[src/rtl/vred_seq_pkg.sv]
// Shared definitions for the vector reduction sequencer: op/SEW codes, FSM
// state encoding and the per-op identity element.
package vred_seq_pkg;

    typedef enum logic [1:0] {
        OpNone = 2'b00,
        OpAnd  = 2'b01,
        OpOr   = 2'b10,
        OpXor  = 2'b11
    } vred_op_e;

    typedef enum logic [1:0] {
        Sew8  = 2'b00,
        Sew16 = 2'b01,
        Sew32 = 2'b10,
        Sew64 = 2'b11
    } vred_sew_e;

    typedef enum logic [1:0] {
        StIdle  = 2'b00,
        StIssue = 2'b01,
        StDrain = 2'b10
    } vred_state_e;

    // Identity byte: AND needs all-ones so padding never clears a result bit,
    // OR/XOR need zero so padding never sets one.
    function automatic logic [7:0] identity_byte(input logic [1:0] op_sel);
        return (op_sel == OpAnd) ? 8'hFF : 8'h00;
    endfunction

endpackage

[src/rtl/vred_tail_mask.sv]
// Replaces elements at or beyond the valid-element count with the op identity.
module vred_tail_mask
    import vred_seq_pkg::*;
#(
    parameter int unsigned DATA_WIDTH = 64
) (
    input  logic [DATA_WIDTH-1:0] data,
    input  logic [1:0]            sew,
    input  logic [3:0]            valid_cnt,
    input  logic [1:0]            op_sel,
    output logic [DATA_WIDTH-1:0] masked
);

    // Byte b belongs to element b >> sew; keep it only if that element is valid.
    always_comb begin
        masked = '0;
        for (int b = 0; b < int'(DATA_WIDTH / 8); b++) begin
            if ((b >> sew) < int'(valid_cnt)) begin
                masked[b*8 +: 8] = data[b*8 +: 8];
            end else begin
                masked[b*8 +: 8] = identity_byte(op_sel);
            end
        end
    end

endmodule

[src/rtl/vred_seq.sv]
// Vector reduction sequencer: reads the source vector beat by beat from the
// register file, tail-masks the last beat and feeds the reducer.
module vred_seq
    import vred_seq_pkg::*;
#(
    parameter int unsigned REQ_DATA_WIDTH = 64,
    parameter int unsigned REQ_ADDR_WIDTH = 32,
    parameter int unsigned VRF_ADDR_WIDTH = 8,
    parameter int unsigned VL_WIDTH       = 12,
    parameter int unsigned OPSEL_WIDTH    = 2,
    parameter int unsigned SEW_WIDTH      = 2,
    parameter bit          ENABLE_64_BIT  = 1'b1
) (
    input  logic                      clk,
    input  logic                      rst,
    input  logic                      req_valid,
    output logic                      req_ready,
    input  logic [OPSEL_WIDTH-1:0]    req_opSel,
    input  logic [SEW_WIDTH-1:0]      req_sew,
    input  logic [VL_WIDTH-1:0]       req_vl,
    input  logic [VRF_ADDR_WIDTH-1:0] req_vs2,
    input  logic [REQ_DATA_WIDTH-1:0] req_scalar,
    input  logic [REQ_ADDR_WIDTH-1:0] req_addr,
    output logic                      req_err,
    output logic                      rd_en,
    output logic [VRF_ADDR_WIDTH-1:0] rd_addr,
    input  logic [REQ_DATA_WIDTH-1:0] rd_data,
    output logic [REQ_DATA_WIDTH-1:0] out_vec0,
    output logic [REQ_DATA_WIDTH-1:0] out_vec1,
    output logic                      out_valid,
    output logic                      out_start,
    output logic                      out_end,
    output logic [OPSEL_WIDTH-1:0]    out_opSel,
    output logic [SEW_WIDTH-1:0]      out_sew,
    output logic [REQ_ADDR_WIDTH-1:0] out_addr
);

    vred_state_e state_q, state_d;

    // Latched request
    logic [OPSEL_WIDTH-1:0]    op_q;
    logic [SEW_WIDTH-1:0]      sew_q;
    logic [VRF_ADDR_WIDTH-1:0] vs2_q;
    logic [REQ_DATA_WIDTH-1:0] scalar_q;
    logic [REQ_ADDR_WIDTH-1:0] addr_q;

    // Beat index issued so far and elements still to be issued
    logic [VL_WIDTH-1:0] beat_q;
    logic [VL_WIDTH-1:0] rem_q;

    // Read-data stage: describes the beat whose rd_data is arriving this cycle
    logic       s1_valid_q;
    logic       s1_start_q;
    logic       s1_end_q;
    logic [3:0] s1_cnt_q;

    logic [REQ_DATA_WIDTH-1:0] out_vec0_q, out_vec1_q;
    logic                      out_valid_q, out_start_q, out_end_q;
    logic [OPSEL_WIDTH-1:0]    out_op_q;
    logic [SEW_WIDTH-1:0]      out_sew_q;
    logic [REQ_ADDR_WIDTH-1:0] out_addr_q;
    logic                      err_q;

    logic                      accept, illegal, issue, is_last;
    logic [VL_WIDTH-1:0]       epb;
    logic [3:0]                beat_cnt;
    logic [REQ_DATA_WIDTH-1:0] masked;

    assign accept  = req_valid && (state_q == StIdle);
    assign illegal = (req_opSel == OpNone) || ((req_sew == Sew64) && !ENABLE_64_BIT);
    assign issue   = (state_q == StIssue);

    // Elements per beat; the last beat is the one that covers all remaining
    // elements, which also makes vl=0 a single all-identity beat.
    assign epb      = VL_WIDTH'(8) >> sew_q;
    assign is_last  = (rem_q <= epb);
    assign beat_cnt = is_last ? rem_q[3:0] : epb[3:0];

    // Next-state logic
    always_comb begin
        state_d = state_q;
        unique case (state_q)
            StIdle:  if (accept && !illegal) state_d = StIssue;
            StIssue: if (is_last) state_d = StDrain;
            StDrain: if (out_valid_q && out_end_q) state_d = StIdle;
            default: state_d = StIdle;
        endcase
    end

    // State register
    always_ff @(posedge clk) begin
        if (rst) state_q <= StIdle;
        else     state_q <= state_d;
    end

    // Request latch on acceptance
    always_ff @(posedge clk) begin
        if (rst) begin
            op_q     <= '0;
            sew_q    <= '0;
            vs2_q    <= '0;
            scalar_q <= '0;
            addr_q   <= '0;
        end else if (accept) begin
            op_q     <= req_opSel;
            sew_q    <= req_sew;
            vs2_q    <= req_vs2;
            scalar_q <= req_scalar;
            addr_q   <= req_addr;
        end
    end

    // Beat and element counters
    always_ff @(posedge clk) begin
        if (rst) begin
            beat_q <= '0;
            rem_q  <= '0;
        end else if (accept) begin
            beat_q <= '0;
            rem_q  <= req_vl;
        end else if (issue) begin
            beat_q <= beat_q + 1'b1;
            rem_q  <= rem_q - VL_WIDTH'(beat_cnt);
        end
    end

    // Track each issued read until its data returns
    always_ff @(posedge clk) begin
        if (rst) begin
            s1_valid_q <= 1'b0;
            s1_start_q <= 1'b0;
            s1_end_q   <= 1'b0;
            s1_cnt_q   <= '0;
        end else begin
            s1_valid_q <= issue;
            s1_start_q <= issue && (beat_q == '0);
            s1_end_q   <= issue && is_last;
            s1_cnt_q   <= issue ? beat_cnt : 4'd0;
        end
    end

    vred_tail_mask #(
        .DATA_WIDTH (REQ_DATA_WIDTH)
    ) u_tail_mask (
        .data      (rd_data),
        .sew       (sew_q),
        .valid_cnt (s1_cnt_q),
        .op_sel    (op_q),
        .masked    (masked)
    );

    // Output register; side fields are zero whenever no beat is presented
    always_ff @(posedge clk) begin
        if (rst) begin
            out_valid_q <= 1'b0;
            out_start_q <= 1'b0;
            out_end_q   <= 1'b0;
            out_vec0_q  <= '0;
            out_vec1_q  <= '0;
            out_op_q    <= '0;
            out_sew_q   <= '0;
            out_addr_q  <= '0;
        end else begin
            out_valid_q <= s1_valid_q;
            out_start_q <= s1_start_q;
            out_end_q   <= s1_end_q;
            out_vec0_q  <= s1_valid_q ? masked   : '0;
            out_vec1_q  <= s1_valid_q ? scalar_q : '0;
            out_op_q    <= s1_valid_q ? op_q     : '0;
            out_sew_q   <= s1_valid_q ? sew_q    : '0;
            out_addr_q  <= s1_valid_q ? addr_q   : '0;
        end
    end

    // One-cycle error pulse for an accepted illegal request
    always_ff @(posedge clk) begin
        if (rst) err_q <= 1'b0;
        else     err_q <= accept && illegal;
    end

    // Outputs are forced low while rst is held, including the first reset cycle
    assign req_ready = (state_q == StIdle) && !rst;
    assign req_err   = err_q && !rst;
    assign rd_en     = issue && !rst;
    assign rd_addr   = rd_en ? (vs2_q + VRF_ADDR_WIDTH'(beat_q)) : '0;
    assign out_valid = out_valid_q && !rst;
    assign out_start = out_start_q && !rst;
    assign out_end   = out_end_q && !rst;
    assign out_vec0  = rst ? '0 : out_vec0_q;
    assign out_vec1  = rst ? '0 : out_vec1_q;
    assign out_opSel = rst ? '0 : out_op_q;
    assign out_sew   = rst ? '0 : out_sew_q;
    assign out_addr  = rst ? '0 : out_addr_q;

endmodule

[config.mk]
export PLATFORM = sky130hd
export DESIGN_NAME = vred_seq
export DESIGN_NICKNAME = d
export VERILOG_FILES = /design/src/rtl/vred_seq_pkg.sv /design/src/rtl/vred_tail_mask.sv /design/src/rtl/vred_seq.sv
export SDC_FILE = /design/constraint.sdc
export NUM_CORES = 1
export LEC_CHECK = 0
export BUFFER_PORTS_ARGS = -buffer_cell sky130_fd_sc_hd__buf_2
export CAP_MARGIN = 10
export CELL_PAD_IN_SITES_DETAIL_PLACEMENT = 0
export CELL_PAD_IN_SITES_GLOBAL_PLACEMENT = 2
export CORE_ASPECT_RATIO = 0.9
export CORE_MARGIN = 10
export CORE_UTILIZATION = 30
export CTS_CLUSTER_SIZE = 14
export DETAILED_ROUTE_END_ITERATION = 6
export HOLD_SLACK_MARGIN = 0.05
export PLACE_DENSITY_LB_ADDON = 0.1
export SLEW_MARGIN = 25
export SYNTH_ARGS = -nofsm -noshare
export SYNTH_HDL_FRONTEND = slang
export SYNTH_HIERARCHICAL = 1
export SYNTH_SLANG_ARGS = --single-unit
[constraint.sdc]
create_clock -name clk -period 11.2 [get_ports clk]
set_clock_uncertainty 0.05 [all_clocks]
set_input_delay 1.12 -clock clk [delete_from_list [all_inputs] [get_ports clk]]
set_output_delay 1.12 -clock clk [all_outputs]
set_load 0.01 [all_outputs]
## Word-level counts from Yosys, hierarchy flattened

Cells that the tools add are included.

| storage, ports and cells | value |
|---|---|
| bits in registers | 309 |
| logic and storage cells | 94 |
| output and inout bits | 178 |
| input port bits | 187 |

| cells by class | value |
|---|---|
| add/sub/neg operators | 3 |
| bitwise operators | 2 |
| reductions and logical operators | 22 |
| eq/ne operators | 6 |
| shift-type cells | 9 |
| multiplexer cells | 22 |
| $lt $le $gt $ge | 9 |

Operator list:

| kind | count |
|---|---|
| $lt A32 B5 Y1 | 8 |
| $mux W64 | 2 |
| $shr A3 B2 Y32 const A | 4 |
| $mux W8 | 10 |
| $shr A1 B2 Y32 const A | 2 |
| $shr A2 B2 Y32 const A | 2 |
| $mux W32 | 1 |
| $mux W12 | 2 |
| $add A12 B1 Y12 const B | 1 |
| $le A12 B12 Y1 | 1 |
| $logic_and A1 B1 Y1 | 12 |
| $logic_not A12 Y1 | 1 |
| $shr A4 B2 Y12 const A | 1 |
| $sub A12 B4 Y12 | 1 |
| $mux W2 | 5 |
| $add A8 B8 Y8 | 1 |
| $pmux W2 S3 | 1 |
| $reduce_or A2 Y1 | 3 |
| $eq A2 B1 Y1 const B | 2 |
| $logic_not A2 Y1 | 2 |
| $mux W4 | 1 |
| $ne A2 B1 Y1 const B | 2 |
| $reduce_and A3 Y1 | 1 |
| $eq A2 B2 Y1 const B | 1 |
| other kinds (4) | 6 |

## Depth between registers and ports, before layout

Gate-level depths: netlist (run 1).

| logic depth | value |
|---|---|
| depth after elaboration | 6 |
| mapped depth | 15 |
| mapped depth without buffers | 15 |

## Hierarchy

Netlist (run 1), hierarchy kept.

By module, submodules not included:

| module | area each (um^2) | instances | cells an instance | sequential area each (um^2) |
|---|---|---|---|---|
| vred_seq | 10963.0 | 1 | 1072 | 6185.9 |
| vred_tail_mask | 1059.8 | 1 | 144 | 0.0 |

## Worst setup path before layout (run 1)

No wires, ideal clock.

| timing path | value |
|---|---|
| path kind | register to register |
| start | register sew_q[1] |
| end | register rem_q[4] |
| library setup time | 0.070 ns |
| required time | 11.080 ns |
| path slack | 7.527 ns |
| stages on the path, launching flop included | 14 |
| arrival | 3.553 ns |
| buffers on the path | 0 |
| clock period less this slack | 3.673 ns |
| path through | dfxtp_1 nand2b_1 ha_1 and3b_1 a2111oi_1 o21ai_2 mux2_4 ha_1 inv_1 fa_1 a21o_1 a211oi_1 mux2_2 a21oi_1 |

| between the ends | value |
|---|---|
| longest elaborated chain between the ends | 6 |

RTL lines:

| element | RTL line | source |
|---|---|---|
| from (decl) | vred_seq.sv:42 | `logic [SEW_WIDTH-1:0] sew_q;` |
| from (signal assigned) | vred_seq.sv:106 | `sew_q <= req_sew;` |
| $shr A4 B2 Y12 * | vred_seq.sv:75 | `assign epb = VL_WIDTH'(8) >> sew_q;` |
| $le A12 B12 Y1 | vred_seq.sv:76 | `assign is_last = (rem_q <= epb);` |
| $mux W4 * | vred_seq.sv:77 | `assign beat_cnt = is_last ? rem_q[3:0] : epb[3:0];` |
| net beat_cnt[0] | vred_seq.sv:66 | `logic [3:0] beat_cnt;` |
| $sub A12 B4 Y12 * | vred_seq.sv:123 | `rem_q <= rem_q - VL_WIDTH'(beat_cnt);` |
| $mux W12 * | vred_seq.sv:121 | `end else if (issue) begin` |
| $mux W12 * | vred_seq.sv:118 | `end else if (accept) begin` |
| to (signal assigned) | vred_seq.sv:120 | `rem_q <= req_vl;` |
| to (signal assigned) | vred_seq.sv:123 |  |
| to (decl) | vred_seq.sv:49 | `logic [VL_WIDTH-1:0] rem_q;` |

The timed path passes the listed nets; every way through them passes the cells marked *. The select of a mux whose other input is x is not followed.
A chain may end at the register's enable or synchronous reset.

## Worst setup path after layout (run 1)

| timing path | value |
|---|---|
| start | register sew_q[1] |
| end | register rem_q[6] |

The elaborated chain is that of the path after synthesis.

==> results of run 1 <==
worst reg2reg max path, delay by kind of cell, from the launching register on:
| family | cells | cell delay (ns) |
|---|---|---|
| DFF | 1 | 0.58 |
| adders and majority gates | 3 | 0.87 |
| buffers and inverters | 1 | 0.05 |
| xor gates and xnor gates | 1 | 0.16 |
| and+or+nand+nor | 3 | 0.48 |
| AOI/OAI and AO/OA | 5 | 1.57 |
| muxes | 1 | 0.25 |
per-layer routing:
layer / vias to the layer above / part of all wire
met5: - / 0.0038
met4: 22 / 0.021
met1: 4308 / 0.43
met3: 71 / 0.089
met2: 235 / 0.46
li1: 4743 / -
power by group:
part,leakage [nW],internal [W],switching (W)
clock,0.554,0.000659,0.000461
combinational,4.09,0.000195,0.000261
sequential,2.51,0.00117,0.0000426
layout make-up:
| class | count | share of cell area |
|---|---|---|
| clock inverters | 7 | 0.00276 |
| clock buffers | 55 | 0.0697 |
| flip-flops and latches | 309 | 0.402 |
| diodes | 4 | 0.000650 |
| repair buffers | 372 | 0.124 |
| multi-input cells | 810 | 0.354 |
| inverters | 15 | 0.00366 |
| well taps | 532 | 0.0432 |
placed cells by master (no fill, tap or decap), types with 4 or more instances in the layout:
master / instances
a22o_1: 89
diode_2: 4
o21ai_0: 32
a21oi_1: 37
clkinv_2: 5
ha_1: 24
a31o_2: 24
dfxtp_1: 309
clkbuf_8: 8
xor2_1: 10
inv_1: 15
nand2b_1: 10
nor2_1: 36
nand3_1: 4
xnor2_1: 7
and2_1: 168
buf_4: 6
a211oi_1: 6
clkbuf_1: 10
clkbuf_16: 37
nand2_1: 84
nor3_1: 6
nor2b_1: 173
a21o_1: 10
or3_1: 8
buf_2: 363
a31o_1: 8
nand4_1: 6
how the worst max path moves through the flow:
| stage | start | endpoint | slack [ns] | cells after the start |
|---|---|---|---|---|
| after floorplan | sew_q[1] | rem_q[4] | 7.53 | 13 |
| after global placement | sew_q[1] | rem_q[6] | 7.20 | 14 |
| after detailed placement | sew_q[1] | rem_q[8] | 7.09 | 14 |
| after CTS | sew_q[1] | rem_q[6] | 7.07 | 14 |
| after global routing | sew_q[1] | rem_q[6] | 6.81 | 14 |
| final | sew_q[1] | rem_q[6] | 7.09 | 14 |
registers in the layout, indices dropped and copies added (netlist names), 4 cells and up:
name	flops
vs2_q	8
beat_q	12
s1_cnt_q	4
addr_q	32
scalar_q	64
out_addr_q	32
rem_q	12
out_vec0_q	64
out_vec1_q	64
through the flow:
stage	util	cells	hold slack, ns	total power, W
final	0.390	2104	0.398	0.00279
after global routing	0.389	2103	0.414	0.00294
after CTS	0.389	2099	0.397	0.00284
after detailed placement	0.360	2037	0.379	0.00170
after global placement	0.360	2037	0.382	0.00170
after floorplan	-	1216	0.364	0.00156
kinds of logic (layout without fill, tap and decap cells):
family	Yosys count	after routing	synth area share
flip-flops	309	309	0.515
other	0	4	0
AO/OA/AOI/OAI	241	241	0.157
buffers and inverters	97	449	0.0334
AND/OR/NAND/NOR	521	521	0.249
adder cells (fa/ha/maj)	26	26	0.0283
multiplexers	5	5	0.00552
XOR/XNOR	17	17	0.0124
==> metrics.txt, run 1 <==
ys async rst share=0; yosys warns=6; hold path start=addr_q[22]; CP startpoint kind=flop; critical path fanouts, max=11; fill count=4,139; outcome=finished, final reports clean; Longest Clk Path Bufs=3; TritonCTS clock tree=built; routed len/inst=18.0 um; post-synthesis average cell area=9.89 um^2; total track usage=0.150; top cell type's share of synthesized area=0.515; Netlist cell types=64; grt total ovfl=0; Port Buffers=364; synth top area cells=dfxtp_1, nor2b_1, and2_1; Worst Tran Pin Value=0.974 ns; Critical Path AT=4.48 ns; DRT Wirelength=37,800 um; chip height=210 um; setup_tns=0 ns; CP Capture Type=flop; Worst path max stage delay=0.58 ns; number of global-route vias before repair=9,815; met1 usage=0.176; Top-Level Pins=365; top-count cell post-synth=dfxtp_1; Max Cap Viol=0; minimum clock period=4.11 ns; clk slew on worst S/H paths=0.06 ns; Synth Register Bits=309; Initial DRC Count=469; Power Density=181 mW/mm^2; worst hold path type=flop to flop; CP bufs+invs=1; core area=0.0395 mm^2; reg2reg path depth=14; design area=0.0154 mm^2; hold path cells=2; Rel. slew slack=0.349; Root Buffer=clkbuf_16; footprint of the multi-input gates=0.00546 mm^2; die width=231 um; R2R Setup Slk=7.09 ns; Seq/Total Area, Yosys=0.515; initial core utilization=0.304; Final Cycle Share=0.367; Final GP Congestion=0.749; Slew Viols, Final=0; drt pass-1 iters=4; Synthesized Nets=1,429; first-pass GRT wire length=57,700 um; Placement Setup Slack=7.09 ns; cts-stage hold buffer count=0; post-DP HPWL=26,500 um; DRT antenna net count=0; critical path's top delay family=compound AO/OA/AOI/OAI gates; later-pin clock latency in the skew report=0.52 ns; PostCTS Resize Cnt=0; Cells after Synth=1,216; met2 Use GR=0.243; CP required=11.58 ns; # clock sinks=309; residual DRC count=0; Pleak=7.16 nW; layout cells sized above 1=0.304; dominant cell type by area after synthesis=dfxtp_1; Post-Place Cell Area=0.0142 mm^2; busiest layer in global routing=met2; setup ws final=7.09 ns; Area Overhead vs Synth=28.1%; top cells by count, synth=dfxtp_1, nor2b_1, and2_1; CTS buffer count=36; Main synth FF type=dfxtp_1; fin nets=1,757; worst-path cell chain=nand2b_1 -> ha_1 -> and3b_1 -> a2111oi_1 -> o21ai_2 -> mux2_4 -> ha_1 -> inv_1 -> fa_1 -> a21o_1 -> a211oi_1 -> nand2_1 -> xor2_1 -> a211oi_1; Reg area=0.00619 mm^2; hold path endpoint=addr_q[22]; EDFF count, synth=0; vias=9,379; row cnt=69; met3 usage=0.0659; number of antenna violations at the first check in global routing=15; RSZ-0062 raised after global routing=false; Syn Std Cell Area=0.0120 mm^2; H-tree Lvls=2; area of the die=0.0485 mm^2; Hold Fails Final Rpt=0; Setup Fix Bufs, Post-CTS=0; r2r endpoint=rem_q[6]; final setup fails=0; WS Path Type=flop to flop; largest net degree at the start of global routing=107; slowest CP cell=dfxtp_1; worst vdd ir=108 uV; Max Clock Freq=244 MHz; DR vias/cell=4.46; FF-to-FF Start=sew_q[1]
Note: power is estimated with default switching activity, not from simulation.
==> run 2: changes to the inputs <==
==> constraint.sdc (replaced) <==
create_clock -name clk -period 4.3 [get_ports clk]
set_clock_uncertainty 0.05 [all_clocks]
set_input_delay 0.43 -clock clk [delete_from_list [all_inputs] [get_ports clk]]
set_output_delay 0.43 -clock clk [all_outputs]
set_load 0.01 [all_outputs]
==> run 2 against run 1 <==
Net effect: final cell count is 3.6% higher; first-iteration DRC count is 25% lower; sequential share of layout area is 1.9 points lower; routed wire length is 0.36% higher; hold slack worse by 0.32 ns; die area stayed put; flip-flop and latch count stayed put; register-to-register slack worse by 6.7 ns; critical path type unchanged; largest power group unchanged.
==> metrics.txt, run 2 (synthesis gave the netlist of run 1 again) <==
CP startpoint kind=flop (unchanged); later-pin clock latency in the skew report=0.52 ns (about the same); minimum clock period=3.87 ns (was 4.11 ns); commonest non-fill, non-tap cell in the layout=buf_2 (unchanged); # clock sinks=309 (unchanged); WS Path Type=flop to flop (unchanged); Area Overhead vs Synth=34.5% (was 28.1%); row cnt=69 (unchanged); clk slew on worst S/H paths=0.05 ns (was 0.06 ns); DRT Wirelength=38,000 um (was 37,800 um); DR vias/cell=4.44 (was 4.46); Non-Filler Instances=2,179 (was 2,104); final setup fails=0 (unchanged); die width=231 um (unchanged); vias=9,666 (was 9,379); area of the die=0.0485 mm^2 (unchanged); Initial DRC Count=351 (was 469); Final GP Congestion=0.784 (was 0.749); largest net degree at the start of global routing=147 (was 107); Reg area=0.00619 mm^2 (unchanged); number of antenna violations at the first check in global routing=7 (was 15); number of global-route vias before repair=10,300 (was 9,815); CP Capture Type=flop (unchanged); design area=0.0162 mm^2 (was 0.0154 mm^2); first-pass GRT wire length=59,200 um (was 57,700 um); H-tree Lvls=2 (unchanged); Longest Clk Path Bufs=3 (unchanged); layout cells sized above 1=0.292 (was 0.304); Critical Path AT=4.22 ns (was 4.48 ns); chip height=210 um (unchanged); Max Cap Viol=0 (unchanged); worst vdd ir=331 uV (was 108 uV); Port Buffers=364 (unchanged); Hold Fails Final Rpt=0 (unchanged); post-DP HPWL=26,400 um (was 26,500 um); routed len/inst=17.4 um (was 18.0 um); RSZ-0062 raised after global routing=false (unchanged); outcome=finished, final reports clean (unchanged); Root Buffer=clkbuf_16 (unchanged); total track usage=0.152 (was 0.150); CTS buffer count=37 (was 36); Util after Layout=0.409 (was 0.390); core area=0.0395 mm^2 (unchanged); fin nets=1,832 (was 1,757); Slew Viols, Final=0 (unchanged); Total Power Consumption=0.00739 W (was 0.00279 W); Power Density=457 mW/mm^2 (was 181 mW/mm^2); placed insts=2,040 (was 2,037); drt pass-1 iters=4 (unchanged); Final Cycle Share=0.900 (was 0.367); fill count=4,057 (was 4,139); TritonCTS clock tree=built (unchanged); initial core utilization=0.304 (unchanged); critical path fanouts, max=10 (was 11); largest registers=out_vec0_q: 64 flops, out_vec1_q: 64 flops, scalar_q: 64 flops (unchanged); grt total ovfl=0 (unchanged); worst hold path type=input pin to flop (was flop to flop); Pleak=7.48 nW (was 7.16 nW); Post-Place Cell Area=0.0143 mm^2 (was 0.0142 mm^2); Rel. slew slack=0.363 (was 0.349); CP required=4.65 ns (was 11.58 ns); footprint of the multi-input gates=0.00546 mm^2 (about the same); commonest cells after routing, fill and taps aside=buf_2, dfxtp_1, nor2b_1, and2_1, a22o_1 (unchanged); setup_tns=0 ns (unchanged); Top-Level Pins=365 (unchanged); Max Clock Freq=258 MHz (was 244 MHz); Worst Tran Pin Value=0.954 ns (was 0.974 ns); residual DRC count=0 (unchanged); DRT antenna net count=0 (unchanged)
[run 2: area by class of cell]
cell class | count | share of cell area
sequential | 309 | 0.382
multi-input combinational | 810 | 0.338
timing repair buffer | 446 | 0.164
clock buffer | 56 | 0.0666
antenna | 4 | 0.000619
clock inverter | 7 | 0.00433
inverter | 15 | 0.00348
tap | 532 | 0.0412
[run 2: timing repair]
action	4_1_cts	5_1_grt
endpoints found under the hold margin	70	1
setup endpoints to repair	0	3
buffers inserted	0	0
resized for setup	0	1
hold buffers	71	1
[run 2: routing by layer]
layer / up-vias / track usage / share of wire
li1: 4902 / - / -
met1: 4468 / 0.181 / 0.43
met2: 232 / 0.255 / 0.47
met3: 60 / 0.0560 / 0.075
met4: 4 / 0.0401 / 0.020
met5: - / 0 / 0.00047
[run 2: final timing paths]
| kind | start | end | slack (ns) | depth (start not counted) |
|---|---|---|---|---|
| max | sew_q[0] | rem_q[5] | 0.43 | 12 |
| min | req_addr[16] | addr_q[16] | 0.08 | 2 |
| max reg2reg | sew_q[0] | rem_q[5] | 0.43 | 12 |
| min reg2reg | s1_end_q | out_end_q | 0.40 | 1 |
[run 2: worst max-delay path: stages, from the launching register on]
cell,delay (ns)
dfxtp_1,0.49
nand2b_1,0.19
ha_1,0.25
and3b_1,0.18
a2111oi_1,0.44
o21ai_2,0.23
mux2_4,0.37
ha_1,0.27
nor2b_1,0.15
o31ai_2,0.38
nand2_1,0.21
o21a_1,0.21
a2111oi_0,0.34
[run 2: where the power goes]
| part | internal, W | switching [W] | leakage (nW) |
|---|---|---|---|
| combinational | 0.000559 | 0.000703 | 4.41 |
| clock | 0.00178 | 0.00119 | 0.562 |
| sequential | 0.00305 | 0.000105 | 2.51 |
[run 2: per-stage QoR]
stage / hold WS [ns] / setup slack [ns]
after floorplan: 0.364 / 0.627
after global placement: 0.389 / 0.388
after detailed placement: 0.389 / 0.318
after CTS: 0.0501 / 0.298
after global routing: 0.0526 / 0.131
final: 0.0793 / 0.430
==> run 3: changes to the inputs <==
--- a/config.mk
+++ b/config.mk
@@ -15,7 +15,7 @@
 export CTS_CLUSTER_SIZE = 14
 export DETAILED_ROUTE_END_ITERATION = 6
 export HOLD_SLACK_MARGIN = 0.05
-export PLACE_DENSITY_LB_ADDON = 0.1
+export PLACE_DENSITY = 0.89
 export SLEW_MARGIN = 25
 export SYNTH_ARGS = -nofsm -noshare
 export SYNTH_HDL_FRONTEND = slang
==> run 3 against run 2 <==
Net effect: clock power is 2% higher; clock-buffer cell count is 5 lower; register-to-register slack worse by 0.13 ns; critical endpoint is now rem_q[8]; routed wire length is 4.7% lower.
==> metrics.txt, run 3 (synthesis gave the netlist of run 1 again) <==
outcome=finished, final reports clean (unchanged); Max Cap Viol=0 (unchanged); setup ws final=0.303 ns (was 0.430 ns); later-pin clock latency in the skew report=0.52 ns (about the same); chip height=210 um (unchanged); largest registers=out_vec0_q: 64 flops, out_vec1_q: 64 flops, scalar_q: 64 flops (unchanged); Sw Share=0.274 (was 0.270); Total Power Consumption=0.00746 W (was 0.00739 W); Final GP Congestion=0.798 (was 0.784); largest net degree at the start of global routing=95 (was 147); minimum clock period=4.00 ns (was 3.87 ns); Slew Viols, Final=0 (unchanged); Pleak=7.54 nW (was 7.48 nW); vias=9,951 (was 9,666); TritonCTS clock tree=built (unchanged); critical path fanouts, max=7 (was 10); DRT Wirelength=36,200 um (was 38,000 um); commonest cells after routing, fill and taps aside=buf_2, dfxtp_1, nor2b_1, and2_1, a22o_1 (unchanged); Top-Level Pins=365 (unchanged); CTS buffer count=36 (was 37); H-tree Lvls=2 (unchanged); residual DRC count=0 (unchanged); hold path endpoint=scalar_q[39] (was addr_q[16]); FF-to-FF Start=sew_q[0] (unchanged); DRT antenna net count=0 (unchanged); Sequential Power Share=0.424 (was 0.427); clock share of power=0.406 (was 0.402); switching power=0.00205 W (was 0.00200 W); fin nets=1,841 (was 1,832); Max Clock Freq=250 MHz (was 258 MHz); Hold Fails Final Rpt=0 (unchanged); Port Buffers=364 (unchanged); Rel. slew slack=0.399 (was 0.363); r2r endpoint=rem_q[8] (was rem_q[5]); CP required=4.68 ns (was 4.65 ns); Internal=0.00541 W (was 0.00540 W); Placement Setup Slack=0.366 ns (was 0.318 ns); Worst Tran Pin Value=0.902 ns (was 0.954 ns); hold path cells=2 (unchanged); first-pass GRT wire length=56,900 um (was 59,200 um); Longest Clk Path Bufs=3 (unchanged); post-DP HPWL=25,000 um (was 26,400 um); CP Capture Type=flop (unchanged); # clock sinks=309 (unchanged); combinational share of power=0.170 (was 0.171); routed len/inst=16.5 um (was 17.4 um); Initial DRC Count=497 (was 351); Power Density=457 mW/mm^2 (about the same); core area=0.0395 mm^2 (unchanged); setup_tns=0 ns (unchanged); hold path start=req_scalar[39] (was req_addr[16]); fill count=3,950 (was 4,057); row cnt=69 (unchanged); Final Cycle Share=0.929 (was 0.900); R2R Setup Slk=0.30 ns (was 0.43 ns); Critical Path AT=4.38 ns (was 4.22 ns); final setup fails=0 (unchanged); Root Buffer=clkbuf_16 (unchanged); commonest non-fill, non-tap cell in the layout=buf_2 (unchanged); worst hold path type=input pin to flop (unchanged); DR vias/cell=4.54 (was 4.44); RSZ-0062 raised after global routing=false (unchanged); drt pass-1 iters=5 (was 4); reg2reg path depth=14 (was 12); number of global-route vias before repair=10,200 (was 10,300); total track usage=0.143 (was 0.152); CP startpoint kind=flop (unchanged); worst vdd ir=298 uV (was 331 uV); initial core utilization=0.304 (unchanged); WS Path Type=flop to flop (unchanged); area of the die=0.0485 mm^2 (unchanged); die width=231 um (unchanged); layout cells sized above 1=0.294 (was 0.292); clk slew on worst S/H paths=0.06 ns (was 0.05 ns); number of antenna violations at the first check in global routing=5 (was 7); grt total ovfl=0 (unchanged); Area Overhead vs Synth=35.8% (was 34.5%)
-- run 3: cell count changes in the layout (fill, tap and decap cells not counted), sizes merged --
cell and change:
buf +1, clkinvlp +2, dlygate4sd3 +9, clkbuf -5, diode +2, clkinv +4
-- run 3: repair_timing --
item                                   4_1_cts  5_1_grt
hold buffers                                81        0
setup buffers                                0        0
endpoints found under the hold margin       81        0
resized for setup                            0        0
-- run 3: layout make-up --
class                      instances  area, um^2  share of cell area
antenna                            6        15.0            0.000919
clock inverter                    13         135             0.00828
inverter                          15        56.3             0.00345
multi-input combinational        810        5460               0.334
tap                              532         666              0.0408
sequential                       309        6190               0.379
timing repair buffer             456        2760               0.169
clock buffer                      51        1060              0.0647
-- run 3: worst max-delay path by stage --
stage	slack (ns)	cells past startpoint	endpoint	from
floorplan	0.63	13	rem_q[4]	sew_q[1]
global placement	0.45	14	rem_q[6]	sew_q[0]
detailed placement	0.37	13	rem_q[4]	sew_q[0]
CTS	0.33	14	rem_q[8]	sew_q[0]
global route	0.009	12	rem_q[5]	sew_q[0]
finish	0.30	14	rem_q[8]	sew_q[0]
-- run 3: worst max-delay path: stages (launching register included) --
cell	delay (ns)
dfxtp_1	0.43
nand2b_1	0.11
ha_1	0.32
and3b_1	0.18
a2111oi_1	0.44
o21ai_2	0.24
mux2_4	0.25
ha_1	0.18
inv_1	0.06
fa_1	0.40
a21o_1	0.20
a211oi_1	0.52
nand2_1	0.14
xor2_1	0.16
a211oi_1	0.24
-- run 3: metrics by stage --
| stage | instances | util | hold slack, ns | instance area, um^2 |
|---|---|---|---|---|
| after detailed placement | 2041 | 0.362 | 0.387 | 14300 |
| final | 2192 | 0.413 | 0.0799 | 16300 |
| after global placement | 2041 | 0.362 | 0.384 | 14300 |
| after CTS | 2186 | 0.413 | 0.0523 | 16300 |
| after floorplan | 1216 | - | 0.364 | 12000 |
| after global routing | 2190 | 0.413 | 0.0552 | 16300 |
-- run 3: power by group through the flow --
stage	logic (W)	registers (W)	clock network [W]
after floorplan	0.000882	0.00319	0
after global placement	0.00119	0.00321	0
after detailed placement	0.00121	0.00322	0
after CTS	0.00128	0.00316	0.00314
after global routing	0.00142	0.00318	0.00325
final	0.00127	0.00316	0.00303
-- run 3: per-layer routing --
layer / vias to the layer above / part of all wire / GRT usage / wire length, um
met5: - / 0.00028 / 0 / 10
met4: 2 / 0.017 / 0.0383 / 626
met3: 55 / 0.073 / 0.0446 / 2640
met2: 285 / 0.47 / 0.236 / 16900
met1: 4690 / 0.44 / 0.176 / 16000
li1: 4919 / - / - / -
